## src/rtl/alu_acc.sv

```systemverilog
// alu_acc: 4-bit accumulator executor with valid/ready command and result channels.
module alu_acc (
    input  logic       clk,
    input  logic       rst,
    input  logic       clr,
    input  logic       cmd_valid,
    output logic       cmd_ready,
    input  logic [2:0] cmd_op,
    input  logic [3:0] cmd_data,
    output logic       res_valid,
    input  logic       res_ready,
    output logic [3:0] res_data,
    output logic       res_zero,
    output logic       res_over,
    output logic       res_carry,
    output logic [3:0] acc,
    output logic [7:0] op_count
);

    localparam int unsigned W  = 4;
    localparam int unsigned OW = 3;
    localparam int unsigned CW = 8;

    localparam logic [OW-1:0] OP_ADD  = 3'b000;
    localparam logic [OW-1:0] OP_SUB  = 3'b001;
    localparam logic [OW-1:0] OP_LOAD = 3'b010;
    localparam logic [OW-1:0] OP_AND  = 3'b011;
    localparam logic [OW-1:0] OP_OR   = 3'b100;
    localparam logic [OW-1:0] OP_XOR  = 3'b101;
    localparam logic [OW-1:0] OP_SLT  = 3'b110;
    localparam logic [OW-1:0] OP_EQ   = 3'b111;

    typedef enum logic [1:0] {
        IDLE = 2'd0,
        EXEC = 2'd1,
        HOLD = 2'd2
    } state_t;

    state_t        state;
    state_t        state_nxt;
    logic [OW-1:0] op_q;
    logic [W-1:0]  b_q;
    logic          cmd_fire;

    logic [W:0]    sum_add;
    logic [W:0]    sum_sub;
    logic [W-1:0]  xb;
    logic          ovf_add;
    logic          ovf_sub;
    logic [W-1:0]  alu_res;
    logic          alu_zero;
    logic          alu_over;
    logic          alu_carry;

    // Handshake decode: clr in IDLE blocks acceptance.
    assign cmd_ready = (state == IDLE) && !clr;
    assign res_valid = (state == HOLD);
    assign cmd_fire  = cmd_valid && cmd_ready;

    // State register.
    always_ff @(posedge clk or posedge rst) begin
        if (rst) begin
            state <= IDLE;
        end else begin
            state <= state_nxt;
        end
    end

    // Next-state logic.
    always_comb begin
        state_nxt = state;
        case (state)
            IDLE:    if (cmd_fire) state_nxt = EXEC;
            EXEC:    state_nxt = HOLD;
            HOLD:    if (res_ready) state_nxt = IDLE;
            default: state_nxt = IDLE;
        endcase
    end

    // Shared adder paths; SLT and EQ reuse the subtract result.
    always_comb begin
        xb      = ~b_q;
        sum_add = (W+1)'({1'b0, acc}) + (W+1)'({1'b0, b_q});
        sum_sub = (W+1)'({1'b0, acc}) + (W+1)'({1'b0, xb}) + (W+1)'(1);
        ovf_add = (acc[W-1] == b_q[W-1]) && (sum_add[W-1] != acc[W-1]);
        ovf_sub = (acc[W-1] == xb[W-1])  && (sum_sub[W-1] != acc[W-1]);
    end

    // Operation select: result plus flags.
    always_comb begin
        alu_res   = '0;
        alu_zero  = 1'b0;
        alu_over  = 1'b0;
        alu_carry = 1'b0;
        case (op_q)
            OP_ADD: begin
                alu_res   = sum_add[W-1:0];
                alu_carry = sum_add[W];
                alu_over  = ovf_add;
                alu_zero  = (sum_add[W-1:0] == '0);
            end
            OP_SUB: begin
                alu_res   = sum_sub[W-1:0];
                alu_carry = sum_sub[W];
                alu_over  = ovf_sub;
                alu_zero  = (sum_sub[W-1:0] == '0);
            end
            OP_LOAD: begin
                alu_res  = b_q;
                alu_zero = (b_q == '0);
            end
            OP_AND: begin
                alu_res  = acc & b_q;
                alu_zero = ((acc & b_q) == '0);
            end
            OP_OR: begin
                alu_res  = acc | b_q;
                alu_zero = ((acc | b_q) == '0);
            end
            OP_XOR: begin
                alu_res  = acc ^ b_q;
                alu_zero = ((acc ^ b_q) == '0);
            end
            OP_SLT: begin
                alu_res   = W'(ovf_sub ^ sum_sub[W-1]);
                alu_carry = sum_sub[W];
                alu_over  = ovf_sub;
                alu_zero  = (sum_sub[W-1:0] == '0);
            end
            default: begin
                alu_res   = W'(sum_sub[W-1:0] == '0);
                alu_carry = sum_sub[W];
                alu_over  = ovf_sub;
                alu_zero  = (sum_sub[W-1:0] == '0);
            end
        endcase
    end

    // Datapath registers: command latch, accumulator, result, flags, op counter.
    always_ff @(posedge clk or posedge rst) begin
        if (rst) begin
            op_q      <= '0;
            b_q       <= '0;
            acc       <= '0;
            res_data  <= '0;
            res_zero  <= 1'b0;
            res_over  <= 1'b0;
            res_carry <= 1'b0;
            op_count  <= '0;
        end else begin
            case (state)
                IDLE: begin
                    if (clr) begin
                        acc <= '0;
                    end else if (cmd_valid) begin
                        op_q <= cmd_op;
                        b_q  <= cmd_data;
                    end
                end
                EXEC: begin
                    acc       <= alu_res;
                    res_data  <= alu_res;
                    res_zero  <= alu_zero;
                    res_over  <= alu_over;
                    res_carry <= alu_carry;
                end
                HOLD: begin
                    if (res_ready) op_count <= op_count + CW'(1);
                end
                default: ;
            endcase
        end
    end

endmodule

```

## config.mk

```make
export PLATFORM = sky130hd
export DESIGN_NAME = alu_acc
export DESIGN_NICKNAME = d
export VERILOG_FILES = /design/src/rtl/alu_acc.sv
export SDC_FILE = /design/constraint.sdc
export NUM_CORES = 1
export LEC_CHECK = 0
export CAP_MARGIN = 40
export CELL_PAD_IN_SITES_DETAIL_PLACEMENT = 0
export CELL_PAD_IN_SITES_GLOBAL_PLACEMENT = 2
export CORE_MARGIN = 1
export CORE_UTILIZATION = 32
export DETAILED_ROUTE_END_ITERATION = 8
export PLACE_DENSITY_LB_ADDON = 0.1
export SETUP_SLACK_MARGIN = 0.15
export SYNTH_ARGS = -nofsm -noshare
export SYNTH_HDL_FRONTEND = slang
export SYNTH_SLANG_ARGS = --single-unit
```

## constraint.sdc

```tcl
create_clock -name clk -period 2.6 [get_ports clk]
set_clock_uncertainty 0.2 [all_clocks]
set_input_delay 0.39 -clock clk [delete_from_list [all_inputs] [get_ports clk]]
set_output_delay 0.39 -clock clk [all_outputs]
set_load 0.01 [all_outputs]
```

==> results of run 1 <==
-- cells in the final DEF, fill, tap and decap left out, types with 2 or more instances in the layout --
master and instances:
inv_1 14, nand2_1 24, o21a_1 2, fa_1 2, clkdlybuf4s50_1 32, a21oi_1 6
nor2_1 11, nand2b_1 4, nand3_1 8, dfrtp_1 28, mux2_2 4, o21ai_0 14
ha_1 13, and3b_1 2, a31oi_1 3, nand3b_1 3, nor3_1 2, or3_1 2
nor3b_1 4, o21ai_1 3, clkbuf_8 3, xor2_1 4, nand4_1 2, nor2b_1 2
xnor2_1 8, buf_4 5, o31ai_1 3, a21o_1 2
-- power breakdown --
group          switching (µW)  internal, µW  leakage, µW
Sequential                179           559     0.000360
Clock                     145           206    0.0000357
Combinational             551           561     0.000631
Total                     874          1330      0.00103
-- layer usage --
| metal | up-vias | part of all wire [%] |
|---|---|---|
| met2 | 30 | 45 |
| met4 | 0 | 1.8 |
| li1 | 782 | - |
| met3 | 7 | 3.1 |
| met5 | - | 0 |
| met1 | 768 | 50 |
-- cell families after synthesis --
logic type	synth area share [%]
compound gates	15.9
xor+xnor	5.48
fa+ha+maj	10.6
buf+inv	6.79
flops	36.6
mux	2.87
simple gates	21.9
-- registers in the layout (all words and copies together) (netlist names) --
name       count
op_count       8
acc            4
b_q            4
res_data       4
op_q           3
state          2
res_carry      1
res_over       1
res_zero       1
-- per-stage QoR --
stage                     hold slack [ns]  area, µm²  total power [µW]  setup slack, ns  util [%]
after floorplan                     0.255       1920              1450            0.426         -
after global placement              0.266       2290              1840            0.308      40.5
after detailed placement            0.262       2290              1840            0.281      40.5
after CTS                           0.276       2360              2200            0.261      41.8
after global routing                0.327       2370              2380            0.152      42.0
final                               0.265       2370              2200            0.261      42.0
-- final cells by class --
class | count | share of cell area (%)
Clock buffer | 3 | 1.74
Inverter | 14 | 2.22
Sequential cell | 28 | 29.6
Tap cell | 72 | 3.81
Timing Repair Buffer | 37 | 15.1
Clock inverter | 1 | 1.27
Multi-Input combinational cell | 155 | 46.2
-- critical path, cell delays in order (launching register included) --
cell	delay, ns
dfrtp_1	0.44
ha_1	0.24
inv_1	0.09
fa_1	0.42
or2_1	0.24
and3_2	0.21
o21ai_1	0.13
a21oi_1	0.11
a21o_1	0.16
-- worst max path at each step --
stage	endpoint	slack, ns	cells past startpoint
finish	acc[2]$_DFFE_PP0P_	0.26	8
global route	res_data[2]$_DFFE_PP0P_	0.15	8
CTS	acc[0]$_DFFE_PP0P_	0.26	7
detailed placement	res_data[2]$_DFFE_PP0P_	0.28	8
global placement	res_data[0]$_DFFE_PP0P_	0.31	7
floorplan	res_data[2]$_DFFE_PP0P_	0.43	8
-- what timing repair did --
item,CTS,global route
setup buffers,0,0
gates resized for setup,0,2
endpoints found under the setup margin,0,2
hold endpoints to repair,0,0
hold buffers,0,0
==> impl_metrics.tcl, run 1 <==
set metrics [dict create \
    worst_pin_slew_ns 0.714 \
    drive_gt1_share_pct 10.1 \
    hold_path.class "input port to asynchronous set/reset pin" \
    synthTopCellsByCount "28 x dfrtp_1, 24 x nand2_1, 14 x inv_1, 14 x o21ai_0, 13 x ha_1" \
    setup_viol 0 \
    fill_cells 543 \
    antenna_found_initial 0 \
    grt_pass1_wl_mm 8.02 \
    syn-instance-count 207 \
    stdcell_count 310 \
    synthArstFlopShare_pct 100 \
    rr_worst_depth 8 \
    fin_crit_ns 2.34 \
    grt_pass1_vias 1551 \
    leakagePower_uw 0.00103 \
    antennaDiodeCount 0 \
    gr-total-overflow 0 \
    gr-usage-all-layers_pct 16.6 \
    core_area_um2 5640 \
    finalHoldViolCount 0 \
    cts_tree "done" \
    first_pass_iters 4 \
    status "finished clean" \
    yosysSeqAreaShare_pct 36.6 \
    die_area_um2 6300 \
    grtUsageMet3_pct 2.86 \
    yosysTopAreaCellShare_pct 36.6 \
    maxCapViolations 0 \
    vias 1587 \
    cts.sinks 28 \
    ant_nets 0 \
    gp_congestion 0.846 \
    yosysMostFrequentCell "dfrtp_1" \
    post_drt_via_cell_ratio 5.12 \
    grt_max_degree 29 \
    synth_area_leaders "dfrtp_1 37%, ha_1 8.5%, nand2_1 4.7%" \
    rsz0062_at_grt "false" \
    worstPathArrival_ns 2.32 \
    wl_mm 4.83 \
    max_freq_mhz 428 \
    relSlewSlack_pct 52.4 \
    fin_setup_tns_ns 0 \
    synth.largest_area_cell "dfrtp_1" \
    regArea_um2 701 \
    place_inst 306 \
    rr_endpoint "acc[2]$_DFFE_PP0P_" \
    critical_path.max_fanout 5 \
    pin_count 33 \
    met1_usage_pct 23.7 \
    synth_seq_cells 28 \
    worstSkewPairLatency_ns 0.28 \
    die_h_um 79.4 \
    clock_path_buffers 2 \
    yosysUniqueCellTypes 54 \
    startpoint_type "register" \
    worst-r2r-setup-slack_ns 0.26 \
    grt_util_met2_pct 25.9 \
    nets 266 \
    avgSynthCellArea_um2 9.26 \
    rows 27 \
    setup.worst_path.end_class "register" \
    p_per_area_nw_per_um2 929 \
    r2r-start "b_q[0]$_DFFE_PP0P_" \
    syn_nets 234 \
    drt-initial-drc-count 130 \
    setup.worst_path.start "b_q[0]$_DFFE_PP0P_" \
    area_growth_pct 23.5 \
    cts-root-buf "clkbuf_8" \
    wire_per_inst_um 15.6 \
    required_ns 2.58 \
    synthFlopType "dfrtp_1" \
    multiInputGateArea_um2 1090 \
    synth_warnings 0 \
    initial_utilization_pct 34.0 \
    synth_edf_count 0 \
    period_share_pct 90.0 \
    synth_area_um2 1920 \
    route.detailed.drc 0 \
    dp_hpwl_mm 3.60 \
    io_buffer_count 32 \
    cts_buffers 3 \
    irDropWorstVdd_mv 0.417 \
    path_clk_slew_ns 0.11 \
    path_class "register to register" \
    die_w_um 79.4 \
    cts_htree_levels 1 \
    busiest_layer "met2" \
    slew_viol_final 0 \
]
No activity file was read; power rests on OpenSTA's default activity.
==> run 2: changes to the inputs <==
CORE_UTILIZATION = 29   (was 32)
clock period = 2.1 ns   (was 2.6 ns; I/O delays follow)
==> run 2 against run 1 <==
  * Sequential share of layout area shrank 3.6 points
  * First-iteration DRC count decreased by 55%
  * Design area rose by 14%
  * Final cell count is 10% higher
  * Global-route usage is 0.14 points lower
  * Total power up 43%
  * Non-clock buffer count increased by 26
  * Critical path depth decreased by 2
  * Combinational power up 66%
  * Setup slack got worse by 0.24 ns
  * Flip-flop and latch count unchanged
==> impl_metrics.tcl, run 2 (synthesized netlist as in run 1, its figures left out) <==
set metrics [dict create \
    required_ns 2.07 \
    final_common_cell "buf_4" \
    cts_tree "done" \
    pwr-share-seq_pct 27.5 \
    cts.sinks 28 \
    grt_pass1_wl_mm 9.09 \
    largest_reg_flops 8 \
    holdWs_ns 0.196 \
    post_drt_via_cell_ratio 4.96 \
    cts_buffers 3 \
    netSwitchingFraction_pct 39.2 \
    grtUsageMet3_pct 2.09 \
    drive_gt1_share_pct 29.9 \
    fin_setup_tns_ns 0 \
    gr-usage-all-layers_pct 16.5 \
    place_inst 333 \
    gp_congestion 0.824 \
    rsz0062_at_grt "true" \
    maxCapViolations 0 \
    antenna_found_initial 0 \
    core_area_um2 6350 \
    grt_max_degree 29 \
    startpoint_type "register" \
    drt-initial-drc-count 59 \
    stdcell_count 341 \
    dp_hpwl_mm 4.06 \
    ant_nets 0 \
    finalPower_uw 3150 \
    irDropWorstVdd_mv 0.577 \
    pin_count 33 \
    nets 292 \
    p_comb_share_pct 58.5 \
    rows 29 \
    gr-total-overflow 0 \
    wl_mm 5.43 \
    final_util_pct 42.7 \
    cts-root-buf "clkbuf_8" \
    relSlewSlack_pct 61.5 \
    die_h_um 83.3 \
    met1_usage_pct 21.8 \
    slew_viol_final 0 \
    max_freq_mhz 482 \
    busiest_layer "met2" \
    initial_utilization_pct 30.2 \
    path_class "register to register" \
    die_w_um 83.3 \
    die_area_um2 6940 \
    status "finished clean" \
    setup.worst_path.end_class "register" \
    grt_pass1_vias 1824 \
    worstPathArrival_ns 2.05 \
    path_clk_slew_ns 0.11 \
    hold_path.class "input port to asynchronous set/reset pin" \
    setup_viol 0 \
    worst_pin_slew_ns 0.577 \
    regMostFlops "op_count" \
    antennaDiodeCount 0 \
    final_cell_mix "30 x buf_4, 29 x clkdlybuf4s50_1, 25 x dfrtp_1" \
    cts_htree_levels 1 \
    p_clk_share_pct 14.0 \
    finalHoldViolCount 0 \
    vias 1693 \
    wire_per_inst_um 15.9 \
    route.detailed.drc 0 \
    grt_util_met2_pct 28.0 \
    fin_crit_ns 2.08 \
    p_per_area_nw_per_um2 1160 \
    first_pass_iters 4 \
    critical_path.max_fanout 3 \
    internal_power_uw 1920 \
    switching_power_uw 1230 \
    worstSkewPairLatency_ns 0.28 \
    cts_hold_buf 0 \
    area_growth_pct 41.4 \
    period_share_pct 98.8 \
    io_buffer_count 32 \
    clock_path_buffers 2 \
    leakagePower_uw 0.00119 \
]
-- run 2: cell types whose count changed in the layout (fill, tap and decap cells not counted), sizes merged --
cell | previous run | this run
clkdlybuf4s50 | 32 | 29
buf | 5 | 31
dlymetal6s2s | 0 | 1
dlygate4sd2 | 0 | 2
-- run 2: cell type report --
type | instances | area, µm²
Clock buffer | 3 | 41.3
Clock inverter | 1 | 30.0
Sequential cell | 28 | 704
Timing Repair Buffer | 63 | 557
Inverter | 14 | 52.6
Fill cell | 622 | 3640
Multi-Input combinational cell | 155 | 1230
Tap cell | 77 | 96.3
-- run 2: metrics by stage --
step                cell area (µm²)  setup WS, ns
floorplan                      1960        0.0278
global placement               2500       -0.0482
detailed placement             2500       -0.0625
CTS                            2660       -0.0174
global route                   2710       -0.0582
finish                         2710        0.0243
-- run 2: what timing repair did --
item,in CTS,in global routing
resized for setup,19,13
buffers inserted,3,1
pin swaps,14,5
endpoints found under the setup margin,13,13
-- run 2: per-layer routing --
metal,share of wire (%),wire (µm)
met5,0,0
met3,3.4,185
met4,1.4,74
met2,48,2600
met1,47,2580
-- run 2: power by group through the flow --
stage	sequential (µW)	combinational (µW)	clock, µW
floorplan	888	964	0
global placement	864	1650	0
detailed placement	872	1650	0
CTS	864	1780	461
global route	891	2000	483
finish	866	1840	441
-- run 2: critical path, cell delays in order (launching register included) --
cell and delay (ns):
dfrtp_1 0.39, inv_1 0.09, ha_4 0.18, fa_2 0.54, nor3b_4 0.21, a21oi_2 0.09, o31ai_2 0.25
-- run 2: path summary, 6_finish.rpt --
kind / from / endpoint / slack [ns] / depth (start not counted)
worst max register to register: acc[0]$_DFFE_PP0P_ / res_data[0]$_DFFE_PP0P_ / 0.02 / 6
worst min-delay path: rst / b_q[1]$_DFFE_PP0P_ / 0.20 / 3
min in group clk: op_count[7]$_DFFE_PP0P_ / op_count[7]$_DFFE_PP0P_ / 0.27 / 1
worst min register to register: op_count[7]$_DFFE_PP0P_ / op_count[7]$_DFFE_PP0P_ / 0.27 / 1
max in group asynchronous: rst / acc[3]$_DFFE_PP0P_ / 1.18 / 3
worst max-delay path: acc[0]$_DFFE_PP0P_ / res_data[0]$_DFFE_PP0P_ / 0.02 / 6
==> run 3: changes to the inputs <==
SLEW_MARGIN = 20   (was unset)
==> results of run 3 <==
Same layout as run 2: the final DEF is identical, and so are final timing and power.
